==> src/rtl/tpx3_pkt_pkg.sv <==
// tpx3_pkt_pkg: field positions and FSM states shared by the Timepix3 packet assembler.
package tpx3_pkt_pkg;
    localparam int ID_MSB    = 31;
    localparam int ID_LSB    = 28;
    localparam int HALF_BIT  = 24;
    localparam int PAYLOAD_W = 24;
    localparam int PKT_W     = 48;
    typedef enum logic {WAIT_HI, WAIT_LO} state_t;
endpackage

==> src/rtl/tpx3_sat_cnt.sv <==
// tpx3_sat_cnt: saturating event counter with synchronous clear; clear beats increment.
module tpx3_sat_cnt #(
    parameter int CNT_WIDTH = 16
) (
    input  logic                 i_clk,
    input  logic                 i_rst,
    input  logic                 i_inc,
    input  logic                 i_clr,
    output logic [CNT_WIDTH-1:0] o_cnt
);
    logic [CNT_WIDTH-1:0] r_cnt;
    // count up until all-ones, then hold
    always_ff @(posedge i_clk) begin
        if (i_rst || i_clr) r_cnt <= '0;
        else if (i_inc && r_cnt != '1) r_cnt <= r_cnt + 1'b1;
    end
    assign o_cnt = r_cnt;
endmodule

==> src/rtl/tpx3_pkt_assembler.sv <==
// tpx3_pkt_assembler: pairs high/low 24-bit halves from the RX FIFO into 48-bit packets.
// Optional macro TPX3_PKT_TIMEOUT_EN abandons a half packet after TIMEOUT_CYCLES idle cycles.
module tpx3_pkt_assembler
    import tpx3_pkt_pkg::*;
#(
    parameter logic [3:0] DATA_IDENTIFIER = 4'd0,
    parameter int         CNT_WIDTH       = 16,
    parameter int         TIMEOUT_CYCLES  = 1024
) (
    input  logic                 BUS_CLK,
    input  logic                 BUS_RST,
    input  logic                 FIFO_EMPTY,
    input  logic [31:0]          FIFO_DATA,
    output logic                 FIFO_READ,
    output logic                 PKT_VALID,
    input  logic                 PKT_READY,
    output logic [PKT_W-1:0]     PKT_DATA,
    output logic [CNT_WIDTH-1:0] ERR_ID,
    output logic [CNT_WIDTH-1:0] ERR_ORPHAN,
    output logic [CNT_WIDTH-1:0] ERR_REPLACE,
    input  logic                 CNT_CLR
);
    state_t                 r_state, w_state_nxt;
    logic [PAYLOAD_W-1:0]   r_hi;
    logic                   r_pkt_valid;
    logic [PKT_W-1:0]       r_pkt_data;
    logic [PAYLOAD_W-1:0]   w_payload;
    logic                   w_id_ok, w_is_hi, w_take, w_timeout;
    logic                   w_pkt_load, w_inc_id, w_inc_orphan, w_inc_replace;
    logic                   w_unused;

    // never pop while the output register holds an unaccepted packet
    assign FIFO_READ = !BUS_RST && !FIFO_EMPTY && !(r_pkt_valid && !PKT_READY);
    assign w_id_ok   = FIFO_DATA[ID_MSB:ID_LSB] == DATA_IDENTIFIER;
    assign w_is_hi   = FIFO_DATA[HALF_BIT];
    assign w_payload = FIFO_DATA[PAYLOAD_W-1:0];
    assign w_take    = FIFO_READ && w_id_ok;
    assign w_inc_id  = FIFO_READ && !w_id_ok;
    assign w_unused  = &{1'b0, FIFO_DATA[ID_LSB-1:HALF_BIT+1], TIMEOUT_CYCLES > 0};

`ifdef TPX3_PKT_TIMEOUT_EN
    localparam int TW = $clog2(TIMEOUT_CYCLES) + 1;
    logic [TW-1:0] r_idle;
    // consecutive cycles without a pop while holding a high half
    always_ff @(posedge BUS_CLK) begin
        if (BUS_RST || r_state != WAIT_LO || FIFO_READ) r_idle <= '0;
        else r_idle <= r_idle + 1'b1;
    end
    assign w_timeout = r_state == WAIT_LO && !FIFO_READ && r_idle == TW'(TIMEOUT_CYCLES - 1);
`else
    assign w_timeout = 1'b0;
`endif

    // next state, packet load and error events from the word popped this cycle
    always_comb begin
        w_state_nxt   = r_state;
        w_pkt_load    = 1'b0;
        w_inc_orphan  = 1'b0;
        w_inc_replace = 1'b0;
        if (r_state == WAIT_HI) begin
            w_state_nxt  = (w_take && w_is_hi) ? WAIT_LO : WAIT_HI;
            w_inc_orphan = w_take && !w_is_hi;
        end else begin
            w_pkt_load    = w_take && !w_is_hi;
            w_state_nxt   = (w_pkt_load || w_timeout) ? WAIT_HI : WAIT_LO;
            w_inc_replace = (w_take && w_is_hi) || w_timeout;
        end
    end

    // FSM state register
    always_ff @(posedge BUS_CLK) begin
        if (BUS_RST) r_state <= WAIT_HI;
        else r_state <= w_state_nxt;
    end

    // latch the most recent high half (a second high half overwrites it)
    always_ff @(posedge BUS_CLK) begin
        if (BUS_RST) r_hi <= '0;
        else if (w_take && w_is_hi) r_hi <= w_payload;
    end

    // output register: reloads in the same cycle the previous packet is accepted
    always_ff @(posedge BUS_CLK) begin
        if (BUS_RST) begin
            r_pkt_valid <= 1'b0;
            r_pkt_data  <= '0;
        end else if (w_pkt_load) begin
            r_pkt_valid <= 1'b1;
            r_pkt_data  <= {r_hi, w_payload};
        end else if (PKT_READY) begin
            r_pkt_valid <= 1'b0;
        end
    end

    assign PKT_VALID = r_pkt_valid;
    assign PKT_DATA  = r_pkt_data;

    tpx3_sat_cnt #(.CNT_WIDTH(CNT_WIDTH)) u_cnt_id (
        .i_clk(BUS_CLK), .i_rst(BUS_RST), .i_inc(w_inc_id), .i_clr(CNT_CLR), .o_cnt(ERR_ID)
    );
    tpx3_sat_cnt #(.CNT_WIDTH(CNT_WIDTH)) u_cnt_orphan (
        .i_clk(BUS_CLK), .i_rst(BUS_RST), .i_inc(w_inc_orphan), .i_clr(CNT_CLR), .o_cnt(ERR_ORPHAN)
    );
    tpx3_sat_cnt #(.CNT_WIDTH(CNT_WIDTH)) u_cnt_replace (
        .i_clk(BUS_CLK), .i_rst(BUS_RST), .i_inc(w_inc_replace), .i_clr(CNT_CLR), .o_cnt(ERR_REPLACE)
    );
endmodule
==> config.mk <==
export PLATFORM = sky130hd
export DESIGN_NAME = tpx3_pkt_assembler
export DESIGN_NICKNAME = d
export VERILOG_FILES = /design/src/rtl/tpx3_pkt_pkg.sv /design/src/rtl/tpx3_sat_cnt.sv /design/src/rtl/tpx3_pkt_assembler.sv
export SDC_FILE = /design/constraint.sdc
export NUM_CORES = 1
export LEC_CHECK = 0
export CAP_MARGIN = 10
export CORE_AREA = 3 3 94 114
export DETAILED_ROUTE_END_ITERATION = 8
export DIE_AREA = 0 0 97 117
export PLACE_DENSITY = 0.84
export SLEW_MARGIN = 20
export SYNTH_ARGS = -nofsm -noshare
export SYNTH_HDL_FRONTEND = slang
export SYNTH_SLANG_ARGS = --single-unit
==> constraint.sdc <==
create_clock -name BUS_CLK -period 4.2 [get_ports BUS_CLK]
set_input_delay 0.84 -clock BUS_CLK [delete_from_list [all_inputs] [get_ports BUS_CLK]]
set_output_delay 0.84 -clock BUS_CLK [all_outputs]
set_load 0.01 [all_outputs]
==> results of run 1 <==
[logic make-up after synthesis]
kind of cell             synth area share, %
flip-flops                              48.7
adder cells (fa/ha/maj)                0.749
buffers and inverters                   3.77
multiplexers                           0.599
AO/OA/AOI/OAI                           13.3
XOR/XNOR                                4.89
AND/OR/NAND/NOR                         28.0
[final cells by class]
| cell class | count | area (um2) | area share, % |
|---|---|---|---|
| timing repair buffer | 135 | 1340 | 19.1 |
| tap | 123 | 154 | 2.20 |
| multi-input combinational | 449 | 2390 | 34.2 |
| sequential | 122 | 2440 | 34.9 |
| clock buffer | 18 | 439 | 6.27 |
| inverter | 5 | 18.8 | 0.268 |
| clock inverter | 14 | 219 | 3.13 |
[flip-flops by register name, indices dropped and copies added (netlist names), named ones only]
signal               flops
PKT_DATA                48
PKT_VALID                1
r_hi                    24
u_cnt_id.o_cnt          16
u_cnt_orphan.o_cnt      16
u_cnt_replace.o_cnt     16
[final timing paths]
| check | startpoint | endpoint | cells past startpoint |
|---|---|---|---|
| min | PKT_DATA[1] | PKT_DATA[1] | 2 |
| min reg2reg | PKT_DATA[1] | PKT_DATA[1] | 2 |
| max | FIFO_EMPTY | FIFO_READ | 4 |
| max reg2reg | u_cnt_orphan.o_cnt[8] | u_cnt_orphan.o_cnt[11] | 5 |
[per-stage QoR]
step                setup WS, ps  instance area (um2)  utilization [%]  total power [mW]  std cells
finish                       953                 7000             72.8              2.84        866
detailed placement           955                 6340             65.9              1.26        834
floorplan                   1860                 5010                -              1.21        612
CTS                          951                 7000             72.8              2.85        866
global placement             965                 6340             65.9              1.26        834
global route                 868                 7000             72.8              2.92        866
[critical path, delay by kind of cell]
family	cells	cell delay [ps]
buf+inv	2	970
simple gates	2	590
[power groups by stage]
stage	clock network [mW]	registers, mW	logic [mW]
3_3_place_gp	0	1.19	0.0709
4_1_cts	1.62	1.16	0.0727
2_1_floorplan	0	1.19	0.0268
3_5_place_dp	0	1.19	0.0723
6_report	1.61	1.16	0.0735
5_1_grt	1.68	1.16	0.0790
[Yosys cell counts (4+ instances only)]
cell type and number:
nor2_1 40, and2_1 5, inv_1 5, buf_2 4, xnor2_1 23, dfxtp_1 122, or3_1 4, nand2_1 170
nand4_1 17, and4_1 7, o21ai_0 9, nor3_1 9, and3_1 6, a211oi_1 4, xor2_1 5, nor4_1 5
nand3_1 16, a21oi_1 82, clkbuf_1 26, o211ai_1 5, or4_1 5
[layer usage]
| metal | wire [um] | global-route usage [%] | up-vias | share of wire [%] |
|---|---|---|---|---|
| li1 | - | - | 2335 | - |
| met1 | 5260 | 26.8 | 2294 | 39 |
| met2 | 6810 | 41.2 | 177 | 51 |
| met3 | 1160 | 8.71 | 24 | 8.6 |
| met4 | 198 | 9.83 | 0 | 1.5 |
| met5 | 0 | 0 | - | 0 |
==> flow_summary.yaml, run 1 <==
worst_setup_path:
  start_kind: "input port"
  crit_slowest_cell: "clkdlybuf4s50_1"
  crit_fanout: 9
  cp_common_cell: "clkdlybuf4s50_1"
  critical-path-max-stage-delay_ps: 550
  crit_arrival_ps: 2410
  regToRegSetupSlack_ps: 1980
  worstPathRequired_ps: 3360
  critPathCaptureType: "output pin"
  path_cells: "clkdlybuf4s50_1, nor2_2, and2_1, clkdlybuf4s50_1"
  crit_type: "input port to output pin"
yosys:
  syn_inst: 612
  ys_top_cells_by_area: "dfxtp_1 49%, nand2_1 13%, a21oi_1 8.2%"
  synth.largest_area_cell: "dfxtp_1"
  ys_ff_latch: 122
  ys_seq_area_share_pct: 48.7
  async_flop_share_pct: 0
  synth_cell_type_count: 46
  synth_flop_cell: "dfxtp_1"
  netlist_area_um2: 5010
  synth_edf_count: 0
  syn_area_per_cell_um2: 8.19
  synth_top_area_share_pct: 48.7
  synth_warnings: 0
  synth_fp_nets: 652
timing:
  maxSlewViolCount: 0
  setup_viol: 0
  slew_headroom_pct: 36.1
  finalHoldViolCount: 0
  fmax_mhz: 308
  fin_crit_ps: 3250
  rsz0062_at_grt: "no"
  clock_skew_ps: 8.86
  tightest_slew_ps: 959
  fin_crit_sh_pct: 77.3
  tns_ps: 0
  whs_ps: 451
cts:
  root_buffer: "clkbuf_16"
  cts_buffer_depth: 2
  numCtsBuffers: 17
  clk-insertion-delay-late_ps: 410
  postCtsSetupRepairBufs: 0
  clk_pin_slew_worst_paths_ps: 50
  htree_levels: 4
  post_cts_resized: 0
  cts_hold_buf: 0
  cts_tree: "done"
  clock-sinks: 122
floorplanning:
  dieWidth_um: 97
  start_util_pct: 52.1
  dieArea_um2: 11300
  coreArea_um2: 9610
  rows: 39
  fp.dieH_um: 117
  io_pins: 135
placed_design:
  dp_hpwl_mm: 8.88
  io_buffer_count: 131
  gp_congestion: 0.791
layout:
  drive_gt1_share_pct: 7.13
  final_common_cell: "nand2_1"
  diodes: 0
  fillers: 708
  nets: 770
  syn_to_final_growth_pct: 39.7
  layout_common_cells: "170 x nand2_1, 130 x clkdlybuf4s50_1, 122 x dfxtp_1, 82 x a21oi_1, 40 x nor2_1"
detailed_routing:
  wire_per_inst_um: 15.5
  dr.pass1.iters: 5
  drtAntennaViolNets: 0
  drt-total-wl_mm: 13.4
  drt_iter0_markers: 303
  drc: 0
  vias: 4830
  post_drt_via_cell_ratio: 5.58
global_route:
  overflow: 0
  antenna_found_initial: 0
  grt_usage_pct: 23.8
  grt_pass1_vias: 4724
  grt_pass1_wl_mm: 22.3
  grt_max_degree: 79
min_path:
  hp-class: "flip-flop to flip-flop"
power:
  peakVddDrop_mv: 0.332
  clkPwrFrac_pct: 56.6
  internal-power_mw: 2.26
  switching_share_pct: 20.3
  leakage_nw: 2.26
  p_switching_mw: 0.575
  powerDensity_nw_per_um2: 406
  p_comb_share_pct: 2.6
  seqPwrFrac_pct: 40.9
flow_run:
  maxCapViolCount: 0
outcome:
  status: "finished clean"
(Power assumes the default switching activity.)
==> run 2, diff against run 1 <==
Settings changed: CORE_AREA 3 3 94 114 to 3 3 102 123, DIE_AREA 0 0 97 117 to 0 0 105 126, PLACE_DENSITY 0.84 to 0.76.
Clock period 4.2 ns to 2.9 ns, I/O delays scaled along.
==> run 2 against run 1 <==
Effect of this change: combinational power increased by 50%; power up 34%; register-to-register slack worse by 1300 ps; worst setup slack worse by 540 ps; clock skew fell by 1.4 ps; routed wire length down 0.56%; largest power group unchanged; sequential power is 45% higher; largest cell class unchanged; cell count rose by 4.8%; flip-flop and latch count stayed put; global-route usage is 3.5 points lower; non-clock buffer count rose by 8.
==> flow_summary.yaml, run 2 (synthesized netlist as in run 1, its figures left out) <==
outcome:
  status: "finished clean"
timing:
  fmax_mhz: 403
  tns_ps: 0
  slew_headroom_pct: 46.9
  whs_ps: 450
  clock_skew_ps: 7.46
  rsz0062_at_grt: "no"
  tightest_slew_ps: 796
  finalHoldViolCount: 0
  setup_viol: 0
  fin_crit_ps: 2480
  fin_crit_sh_pct: 85.7
  maxSlewViolCount: 0
floorplanning:
  io_pins: 135
  fp.dieH_um: 126
  dieArea_um2: 13200
  start_util_pct: 43.5
  dieWidth_um: 105
  rows: 43
  coreArea_um2: 11500
placed_design:
  placed_area_um2: 6460
  io_buffer_count: 131
  gp_congestion: 0.870
  dp_hpwl_mm: 9.09
global_route:
  grt_max_degree: 78
  grt_pass1_vias: 4681
  overflow: 0
  grt_usage_pct: 20.3
  grt_pass1_wl_mm: 22.2
  antenna_found_initial: 1
cts:
  numCtsBuffers: 17
  cts_hold_buf: 0
  clk_pin_slew_worst_paths_ps: 50
  clock-sinks: 122
  post_cts_resized: 0
  cts_tree: "done"
  postCtsSetupRepairBufs: 0
  htree_levels: 4
  cts_buffer_depth: 2
  root_buffer: "clkbuf_16"
  clk-insertion-delay-late_ps: 410
detailed_routing:
  drt_iter0_markers: 136
  drtAntennaViolNets: 0
  wire_per_inst_um: 14.7
  drc: 0
  drt-total-wl_mm: 13.3
  dr.pass1.iters: 4
  vias: 4783
  post_drt_via_cell_ratio: 5.27
layout:
  fillers: 1015
  seq_area_um2: 2440
  multiInputGateArea_um2: 2390
  drive_gt1_share_pct: 7.99
  layout_common_cells: "170 x nand2_1, 130 x clkdlybuf4s50_1, 122 x dfxtp_1, 82 x a21oi_1, 40 x nor2_1"
  final_common_cell: "nand2_1"
  syn_to_final_growth_pct: 40.4
  nets: 778
  largest_reg_flops: 48
  diodes: 0
  final_area_um2: 7040
power:
  powerDensity_nw_per_um2: 542
  leakage_nw: 2.27
  p_total_mw: 3.81
  peakVddDrop_mv: 0.378
worst_setup_path:
  start_kind: "input port"
  crit_buf_inv: 2
  crit_type: "input port to output pin"
  crit_fanout: 2
  crit_family: "buffers and inverters"
  worstPathRequired_ps: 2320
  crit_slowest_cell: "clkdlybuf4s50_1"
  path_cells: "clkdlybuf4s50_1, nor2_2, and2_1, clkdlybuf4s50_1"
  crit_arrival_ps: 1900
  critical-path-max-stage-delay_ps: 560
  critPathCaptureType: "output pin"
  cp_common_cell: "clkdlybuf4s50_1"
flow_run:
  maxCapViolCount: 0
min_path:
  hp-class: "flip-flop to flip-flop"
run 2: layer usage:
metal  vias to the layer above  routed length (um)  GRT usage, %
met2                       158                6380          33.6
met4                         2                 192          7.10
met1                      2240                5540          23.4
li1                       2360                   -             -
met5                         -                  13             0
met3                        23                1210          9.02
run 2: final timing paths:
path | slack (ps) | endpoint | from | depth (start not counted)
max | 420 | FIFO_READ | FIFO_EMPTY | 4
min | 450 | PKT_DATA[39] | r_hi[15] | 2
max reg2reg | 700 | u_cnt_orphan.o_cnt[1] | u_cnt_orphan.o_cnt[7] | 5
min reg2reg | 450 | PKT_DATA[39] | r_hi[15] | 2
run 2: metrics by stage:
| step | std cells | utilization (%) | setup WS, ps |
|---|---|---|---|
| detailed placement | 876 | 56.2 | 206 |
| floorplan | 612 | - | 819 |
| global route | 908 | 61.1 | 362 |
| CTS | 908 | 61.1 | 410 |
| global placement | 876 | 56.2 | 253 |
| finish | 908 | 61.1 | 416 |
run 2: report_power, final:
part	internal [mW]	leakage (nW)	switching [mW]
clock	1.23	0.276	0.796
sequential	1.68	0.982	0.00182
combinational	0.0524	1.01	0.0578
total	2.96	2.27	0.855
run 2: tightest hold or removal path: cells and delay by family (launching register included):
kind | cells | cell delay, ps
AO/OA/AOI/OAI | 1 | 50
flip-flops | 1 | 310
AND/OR/NAND/NOR | 1 | 50
run 2: layout make-up:
type	count	area share [%]
clock buffers	19	6.44
clock inverters	13	1.71
inverters	5	0.267
multi-input cells	449	33.9
flip-flops and latches	122	34.7
well taps	157	2.79
repair buffers	143	20.2
==> run 3, diff against run 2 <==
Settings changed: CTS_CLUSTER_DIAMETER set to 100, GPL_TIMING_DRIVEN set to 0.
==> run 3 against run 2 <==
Effect of this change: register-to-register slack is essentially flat; routed wire length increased by 4.6%; worst setup slack worse by 330 ps; fmax decreased by 12%; largest power group unchanged.
==> flow_summary.yaml, run 3 (synthesized netlist as in run 1, its figures left out) <==
worst_setup_path:
  crit_fanout: 9
  cp_common_cell: "clkdlybuf4s50_1"
  crit_buf_inv: 2
  critPathCaptureType: "output pin"
  path_cells: "clkdlybuf4s50_1, nor2_4, and2_1, clkdlybuf4s50_1"
  crit_arrival_ps: 2230
  worstPathRequired_ps: 2320
  crit_family: "buffers and inverters"
  timing.rr.end: "u_cnt_id.o_cnt[10]"
  crit_slowest_cell: "clkdlybuf4s50_1"
  crit_type: "input port to output pin"
  regToRegSetupSlack_ps: 690
  rr_worst_depth: 7
  reg2reg_from: "u_cnt_id.o_cnt[0]"
  critical-path-max-stage-delay_ps: 600
  start_kind: "input port"
power:
  p_total_mw: 3.94
  peakVddDrop_mv: 0.435
  powerDensity_nw_per_um2: 553
  leakage_nw: 2.30
global_route:
  overflow: 0
  grt_max_degree: 17
  grt_busiest_layer: "met2"
  grt_use_met3_pct: 9.79
  grt_pass1_vias: 4864
  grt_pass1_wl_mm: 23.1
  grt_usage_pct: 21.5
  met1_usage_pct: 23.9
  antenna_found_initial: 1
  grtUsageMet2_pct: 37.1
layout:
  syn_to_final_growth_pct: 42.2
  nets: 802
  fillers: 1007
  layout_common_cells: "170 x nand2_1, 131 x clkdlybuf4s50_1, 122 x dfxtp_1, 82 x a21oi_1, 40 x nor2_1"
  seq_area_um2: 2440
  final_common_cell: "nand2_1"
  largest_reg_flops: 48
  multiInputGateArea_um2: 2390
  diodes: 0
  drive_gt1_share_pct: 7.10
flow_run:
  maxCapViolCount: 0
detailed_routing:
  drtAntennaViolNets: 0
  wire_per_inst_um: 15.0
  drt-total-wl_mm: 14.0
  drt_iter0_markers: 246
  post_drt_via_cell_ratio: 5.28
  vias: 4922
  dr.pass1.iters: 5
  drc: 0
placed_design:
  dp_hpwl_mm: 10.3
  place_ws_ps: -31.6
  gp_congestion: 0.914
  io_buffer_count: 131
timing:
  finalHoldViolCount: 0
  fin_crit_sh_pct: 97.0
  slew_headroom_pct: 63.2
  finalWorstSetupSlack_ps: 86.3
  clock_skew_ps: 7.82
  rsz0062_at_grt: "no"
  fmax_mhz: 355
  tightest_slew_ps: 552
  tns_ps: 0
  setup_viol: 0
  maxSlewViolCount: 0
  fin_crit_ps: 2810
cts:
  clk-insertion-delay-late_ps: 410
  numCtsBuffers: 17
  root_buffer: "clkbuf_16"
  cts_buffer_depth: 2
  htree_levels: 4
  clk_pin_slew_worst_paths_ps: 60
  clock-sinks: 122
  cts_tree: "done"
  postCtsSetupRepairBufs: 0
min_path:
  hold_start: "r_hi[10]"
  hold_end: "PKT_DATA[34]"
  hp-class: "flip-flop to flip-flop"
  hold_depth: 2
outcome:
  status: "finished clean"
floorplanning:
  dieArea_um2: 13200
  dieWidth_um: 105
  fp.dieH_um: 126
  io_pins: 135
  rows: 43
  coreArea_um2: 11500
  start_util_pct: 43.5
## run 3: changes by cell type in the layout (fill, tap and decap cells not counted), moves of 2 or more
cell / before / now
buf_12: 2 / 0
buf_2: 1 / 4
buf_4: 10 / 2
buf_6: 0 / 3
clkbuf_1: 0 / 26
clkbuf_8: 2 / 0
clkinv_2: 3 / 0
clkinvlp_4: 3 / 1
inv_6: 2 / 7
inv_8: 0 / 2
## run 3: what timing repair did
item,4_1_cts,5_1_grt
resized for setup,1,0
hold buffers,0,0
endpoints found under the setup margin,1,0
## run 3: report_power, final
part           switching (mW)  internal (mW)
Clock                   0.845           1.30
Combinational          0.0636         0.0538
Sequential            0.00188           1.68
Total                   0.910           3.03
## run 3: stage by stage
stage,utilization (%),cells,instance area [um2],hold WS (ps)
6_report,61.9,932,7130,453
5_1_grt,61.9,932,7130,473
4_1_cts,61.9,932,7130,455
3_5_place_dp,56.6,900,6520,447
3_3_place_gp,56.6,900,6520,438
2_1_floorplan,-,612,5010,432
## run 3: how the worst max path moves through the flow
stage | startpoint | end | slack, ps | cells after the start
final | BUS_RST | FIFO_READ | 90 | 4
after detailed placement | BUS_RST | PKT_DATA[1] | -30 | 8
after global routing | BUS_RST | FIFO_READ | 20 | 4
after floorplan | FIFO_DATA[29] | PKT_DATA[28] | 820 | 8
after global placement | BUS_RST | PKT_DATA[2] | -2 | 8
after CTS | BUS_RST | FIFO_READ | 80 | 4
## run 3: layout make-up
type                            instances  area share, %
Buffer                                 36           2.39
Clock inverter                         15           2.49
Tap cell                              157           2.76
Sequential cell                       122           34.3
Multi-Input combinational cell        449           33.5
Clock buffer                           17           5.97
Inverter                                5          0.263
Timing Repair Buffer                  131           18.4
## run 3: worst min-delay path, stage by stage (launching register included)
cell	delay (ps)
dfxtp_1	310
nand2_1	50
a21oi_1	50
## run 3: per-layer routing
layer | wire [um] | vias to the layer above
met5 | 13 | -
met2 | 6990 | 188
li1 | - | 2412
met3 | 1250 | 20
met4 | 170 | 2
met1 | 5530 | 2300
